## src/rtl/spikey_spi_shift.sv

```systemverilog
`default_nettype none
// ============================================================================
//  Module      : spikey_spi_shift
//  Description : SPI mode-0 (CPOL=0, CPHA=0) master shift engine. A single
//                word of DATA_W bits is sent MSB first on MOSI while MISO is
//                captured into the receive shift register. SCK timing comes
//                entirely from an external divider through one-FCLK
//                pulses: sck_pp (rising-edge opportunity) and sck_np
//                (falling-edge opportunity). Every output is registered.
//  Revision    : 1.0 - initial release
// ----------------------------------------------------------------------------
//  Parameters
//    DATA_W    bits per transfer (4..32)
//  Ports
//    FCLK      in   1       sole clock, rising edge
//    RST_N     in   1       asynchronous active-low reset
//    sck_pp    in   1       SCK rising-edge opportunity pulse
//    sck_np    in   1       SCK falling-edge opportunity pulse
//    tx_valid  in   1       transfer request
//    tx_ready  out  1       request can be accepted (IDLE only)
//    tx_data   in   DATA_W  word to transmit, MSB first
//    rx_valid  out  1       one-cycle pulse, rx_data updated
//    rx_data   out  DATA_W  last received word
//    busy      out  1       engine is not in IDLE
//    CS_N      out  1       SPI chip select, active-low
//    SCK       out  1       SPI clock
//    MOSI      out  1       SPI data out
//    MISO      in   1       SPI data in, sampled on SCK rise
// ============================================================================
module spikey_spi_shift #(
  parameter int DATA_W = 8
) (
  input  logic              FCLK,
  input  logic              RST_N,
  input  logic              sck_pp,
  input  logic              sck_np,
  input  logic              tx_valid,
  output logic              tx_ready,
  input  logic [DATA_W-1:0] tx_data,
  output logic              rx_valid,
  output logic [DATA_W-1:0] rx_data,
  output logic              busy,
  output logic              CS_N,
  output logic              SCK,
  output logic              MOSI,
  input  logic              MISO
);

  // Counter must be able to hold DATA_W itself without wrapping.
  localparam int CNT_W = $clog2(DATA_W + 1);

  localparam logic [1:0] c_IDLE  = 2'd0;
  localparam logic [1:0] c_SETUP = 2'd1;
  localparam logic [1:0] c_XFER  = 2'd2;
  localparam logic [1:0] c_HOLD  = 2'd3;

  // Counter value before the increment that completes the word.
  localparam logic [CNT_W-1:0] c_LAST_BIT = CNT_W'(DATA_W - 1);
  localparam logic [CNT_W-1:0] c_CNT_ONE  = CNT_W'(1);

  // --------------------------------------------------------------------------
  // State and output registers
  // --------------------------------------------------------------------------
  logic [1:0]        r_state;
  logic              r_sck;
  logic              r_mosi;
  logic              r_cs_n;
  logic              r_busy;
  logic              r_tx_ready;
  logic              r_rx_valid;
  logic [DATA_W-1:0] r_rx_data;
  logic [DATA_W-1:0] r_tx_shift;
  logic [DATA_W-1:0] r_rx_shift;
  logic [CNT_W-1:0]  r_cnt;

  // --------------------------------------------------------------------------
  // Next-state values
  // --------------------------------------------------------------------------
  logic [1:0]        w_state_nxt;
  logic              w_sck_nxt;
  logic              w_mosi_nxt;
  logic              w_rx_valid_nxt;
  logic [DATA_W-1:0] w_rx_data_nxt;
  logic [DATA_W-1:0] w_tx_shift_nxt;
  logic [DATA_W-1:0] w_rx_shift_nxt;
  logic [CNT_W-1:0]  w_cnt_nxt;
  logic              w_accept;
  logic              w_rise;
  logic              w_fall;

  // Handshake qualified on the registered ready, so the cycle right after
  // reset release (ready still low) never accepts a request.
  assign w_accept = (r_state == c_IDLE) && tx_valid && r_tx_ready;

  // A pulse only counts when it matches the current SCK level; when both
  // pulses arrive together exactly one of these is true.
  assign w_rise = sck_pp && !r_sck;
  assign w_fall = sck_np &&  r_sck;

  always_comb begin
    w_state_nxt    = r_state;
    w_sck_nxt      = r_sck;
    w_mosi_nxt     = r_mosi;
    w_rx_valid_nxt = 1'b0;
    w_rx_data_nxt  = r_rx_data;
    w_tx_shift_nxt = r_tx_shift;
    w_rx_shift_nxt = r_rx_shift;
    w_cnt_nxt      = r_cnt;

    case (r_state)
      c_IDLE: begin
        w_sck_nxt = 1'b0;
        if (w_accept) begin
          w_tx_shift_nxt = tx_data;
          w_rx_shift_nxt = '0;
          w_cnt_nxt      = '0;
          // MSB is presented as CS_N falls, half a period before first rise.
          w_mosi_nxt     = tx_data[DATA_W-1];
          w_state_nxt    = c_SETUP;
        end
      end

      c_SETUP: begin
        // Waiting for a falling-edge opportunity gives at least half an SCK
        // period between CS_N assertion and the first SCK rise.
        if (sck_np) begin
          w_state_nxt = c_XFER;
        end
      end

      c_XFER: begin
        if (w_rise) begin
          w_sck_nxt      = 1'b1;
          w_rx_shift_nxt = {r_rx_shift[DATA_W-2:0], MISO};
        end else if (w_fall) begin
          w_sck_nxt = 1'b0;
          w_cnt_nxt = r_cnt + c_CNT_ONE;
          if (r_cnt == c_LAST_BIT) begin
            // Last bit done: MOSI stays put, no further shifting.
            w_state_nxt = c_HOLD;
          end else begin
            w_tx_shift_nxt = {r_tx_shift[DATA_W-2:0], 1'b0};
            w_mosi_nxt     = r_tx_shift[DATA_W-2];
          end
        end
      end

      c_HOLD: begin
        // CS_N is held through one more rising-edge opportunity so the last
        // bit has a full hold time before deselect.
        if (sck_pp) begin
          w_state_nxt    = c_IDLE;
          w_rx_data_nxt  = r_rx_shift;
          w_rx_valid_nxt = 1'b1;
          w_mosi_nxt     = 1'b0;
        end
      end

      default: begin
        w_state_nxt = c_IDLE;
        w_sck_nxt   = 1'b0;
        w_mosi_nxt  = 1'b0;
      end
    endcase
  end

  // --------------------------------------------------------------------------
  // Registers. Status outputs are derived from the next state so that they
  // line up exactly with the state they describe.
  // --------------------------------------------------------------------------
  always_ff @(posedge FCLK or negedge RST_N) begin
    if (!RST_N) begin
      r_state    <= c_IDLE;
      r_sck      <= 1'b0;
      r_mosi     <= 1'b0;
      r_cs_n     <= 1'b1;
      r_busy     <= 1'b0;
      r_tx_ready <= 1'b0;
      r_rx_valid <= 1'b0;
      r_rx_data  <= '0;
      r_tx_shift <= '0;
      r_rx_shift <= '0;
      r_cnt      <= '0;
    end else begin
      r_state    <= w_state_nxt;
      r_sck      <= w_sck_nxt;
      r_mosi     <= w_mosi_nxt;
      r_cs_n     <= (w_state_nxt == c_IDLE);
      r_busy     <= (w_state_nxt != c_IDLE);
      r_tx_ready <= (w_state_nxt == c_IDLE);
      r_rx_valid <= w_rx_valid_nxt;
      r_rx_data  <= w_rx_data_nxt;
      r_tx_shift <= w_tx_shift_nxt;
      r_rx_shift <= w_rx_shift_nxt;
      r_cnt      <= w_cnt_nxt;
    end
  end

  assign tx_ready = r_tx_ready;
  assign rx_valid = r_rx_valid;
  assign rx_data  = r_rx_data;
  assign busy     = r_busy;
  assign CS_N     = r_cs_n;
  assign SCK      = r_sck;
  assign MOSI     = r_mosi;

endmodule
`default_nettype wire

```

## config.mk

```make
export PLATFORM = sky130hd
export DESIGN_NAME = spikey_spi_shift
export DESIGN_NICKNAME = d
export VERILOG_FILES = /design/src/rtl/spikey_spi_shift.sv
export SDC_FILE = /design/constraint.sdc
export NUM_CORES = 1
export LEC_CHECK = 0
export ABC_AREA = 1
export BUFFER_PORTS_ARGS = -buffer_cell sky130_fd_sc_hd__buf_2
export CAP_MARGIN = 20
export CELL_PAD_IN_SITES_DETAIL_PLACEMENT = 0
export CELL_PAD_IN_SITES_GLOBAL_PLACEMENT = 1
export CORE_ASPECT_RATIO = 0.9
export CORE_MARGIN = 4
export CORE_UTILIZATION = 44
export DETAILED_ROUTE_END_ITERATION = 8
export MAX_ROUTING_LAYER = met4
export PLACE_DENSITY_LB_ADDON = 0.1
export SLEW_MARGIN = 20
export SYNTH_ARGS = -nofsm -noshare
export SYNTH_HDL_FRONTEND = slang
export SYNTH_SLANG_ARGS = --single-unit
```

## constraint.sdc

```tcl
create_clock -name FCLK -period 2.3 [get_ports FCLK]
set_input_delay 0.345 -clock FCLK [delete_from_list [all_inputs] [get_ports FCLK]]
set_output_delay 0.345 -clock FCLK [all_outputs]
set_load 0.02 [all_outputs]
```

==> flow_metrics.py <==
metrics = {
    "synth": {
        "synth_ff_type": "dfrtp_1",
        "syn_area_sq_um": 1700,
        "synth.area.top_cells": "dfrtp_1 (50%), nand2_1 (16%), nand3_1 (7.3%)",
        "synth.distinct_cells": 22,
        "synth_largest_area_cell": "dfrtp_1",
        "seq_area_frac_synth_pct": 51.5,
        "yosysWarnings": 0,
        "synth_nets": 225,
        "synth_area_per_cell_sq_um": 8.31,
        "syn_inst": 205,
        "ys_async_sr_fraction_pct": 100,
        "synth_top_area_share_pct": 49.9,
        "synth_edf_count": 0,
        "ys_ff_latch": 35,
    },
    "worst_setup_path": {
        "crit_type": "reg2reg",
        "crit_top_cell": "nand2_1",
        "critPathSlowestCell": "ha_1",
        "critPathMaxFanout": 13,
        "critPathMaxStageDelay_ns": 0.50,
        "reg2regPathDepth": 8,
        "ff2ff_setup_slack_ns": 0.41,
        "start_kind": "flip-flop",
        "path_cells": "inv_1 -> ha_1 -> clkinv_4 -> nor2_1 -> nor2_4 -> nand2_4 -> nand2_1 -> nand2_1",
        "endpoint_kind": "flip-flop",
        "crit_required_ns": 2.52,
        "crit_arrival_ns": 2.10,
    },
    "cts": {
        "cts_htree_levels": 2,
        "ctsResizeCount": 0,
        "cts-root-buf": "clkbuf_8",
        "cts_buffers": 5,
        "hold_buffers": 0,
        "postCtsSetupBuffers": 0,
        "clock-sinks": 35,
        "cts_tree": "built",
        "clk_pin_slew_ns": 0.07,
        "clockBufferDepth": 2,
        "clk_latency_ns": 0.28,
    },
    "global_routing": {
        "grt.overflow.total": 0,
        "grt_pass1_wl_mm": 6.02,
        "grt_max_degree": 36,
        "grtUsageTotal_pct": 16.6,
        "antenna_found_initial": 0,
        "grt_pass1_vias": 1380,
    },
    "timing": {
        "drv_slew": 0,
        "fin_skew_ns": 0.00530,
        "setup_violations": 0,
        "tightest_slew_ns": 0.778,
        "rsz0062_at_grt": "false",
        "timing.final.crit_share_pct": 82.0,
        "fmax_mhz": 530,
        "timing.final.crit_period_ns": 1.89,
        "slew_headroom_pct": 48.1,
        "hold_viol_final": 0,
        "finalSetupTns_ns": 0,
    },
    "route": {
        "drc": 0,
        "ant_nets": 0,
        "totalWireLength_mm": 3.43,
        "avgViaCountPerCell": 4.99,
        "drtIter0Drc": 81,
        "drt-pass1-iter-count": 4,
        "num_vias": 1401,
        "wire_per_inst_microns": 12.2,
    },
    "floorplanning": {
        "num_io_pins": 28,
        "row_count": 21,
        "die_width_microns": 73.6,
        "fp.dieH_microns": 67.0,
        "coreArea_sq_um": 3730,
        "die_area_sq_um": 4930,
        "start_util_pct": 45.7,
    },
    "pwr": {
        "p_leak_nw": 1.05,
        "peakVddDrop_v": 0.000468,
        "p_per_area_nw_per_um2": 1410,
        "total_power_mw": 2.77,
    },
    "final_layout": {
        "syn2layout_area_growth_pct": 15.1,
        "fillCellCount": 365,
        "fin_nets": 254,
        "final_common_cell": "nand2_1",
        "drive_gt1_share_pct": 19.1,
        "most-common-layout-cells": "nand2_1 (74), dfrtp_1 (34), buf_2 (27)",
        "antennaDiodeCount": 0,
    },
    "job": {
        "maxCapViolCount": 0,
    },
    "min_path": {
        "hold_class": "in2async",
    },
    "outcome": {
        "status": "finished clean",
    },
    "placement": {
        "place.gp.congestion": 0.822,
        "dpl.hpwl_mm": 2.43,
        "portBuffers": 27,
    },
}
[worst paths after layout]
kind / from / end
worst max-delay path: r_state[0] / r_tx_shift[2]
worst min-delay path: RST_N / busy
worst max register to register: r_state[0] / r_tx_shift[2]
worst min register to register: MOSI / MOSI
max in group asynchronous: RST_N / r_cnt[1]
min in group FCLK: MISO / r_rx_shift[0]
[metal layers]
layer | global-route usage [%] | wire, microns
met5 | - | 0
met4 | 7.47 | 44
met3 | 4.07 | 183
met2 | 25.6 | 1550
met1 | 20.6 | 1650
[state kept, by name, indices dropped and copies added, names as in the netlist, 2 cells and up]
name,flops
rx_data,8
r_cnt,4
r_rx_shift,8
r_tx_shift,7
r_state,2
[where the power goes]
part	internal, mW	switching [mW]
clock network	0.273	0.210
logic	0.413	0.884
registers	0.845	0.144
[cells in the mapped netlist (2+ instances only)]
master,n
nand3_1,25
o21ai_0,21
nand4_1,2
dfrtp_1,34
nor2_1,5
inv_1,20
buf_2,2
buf_6,2
a21oi_1,2
nand2_1,74
nand3_2,2
ha_1,6
[worst max-delay path: cells and delay by family (launching register included)]
family,cells,cell delay (ns)
simple gates,5,0.55
buf+inv,2,0.36
flops,1,0.42
fa+ha+maj,1,0.50
[through the flow]
step	hold slack (ns)	setup WS, ns	area (sq um)	cells	util (%)
4_1_cts	0.167	0.408	1960	281	52.5
6_report	0.135	0.415	1960	281	52.5
5_1_grt	0.203	0.235	1960	281	52.5
3_5_place_dp	0.460	0.428	1860	273	49.9
3_3_place_gp	0.448	0.482	1860	273	49.9
2_1_floorplan	0.0494	0.841	1700	205	-
[cells by family after synthesis]
family / after synthesis / share of synthesized area, %
fa+ha+maj: 6 / 4.41
flops: 35 / 51.5
simple gates: 112 / 28.7
compound gates: 24 / 7.71
buf+inv: 28 / 7.71
[final cells by class]
class / count / area, sq um / area share, %
clock buffer: 8 / 100 / 5.11
inverter: 22 / 87.6 / 4.47
multi-input combinational: 142 / 696 / 35.5
sequential: 35 / 877 / 44.7
tap: 46 / 57.6 / 2.94
timing repair buffer: 28 / 143 / 7.28
No activity file was read; power rests on OpenSTA's default activity.
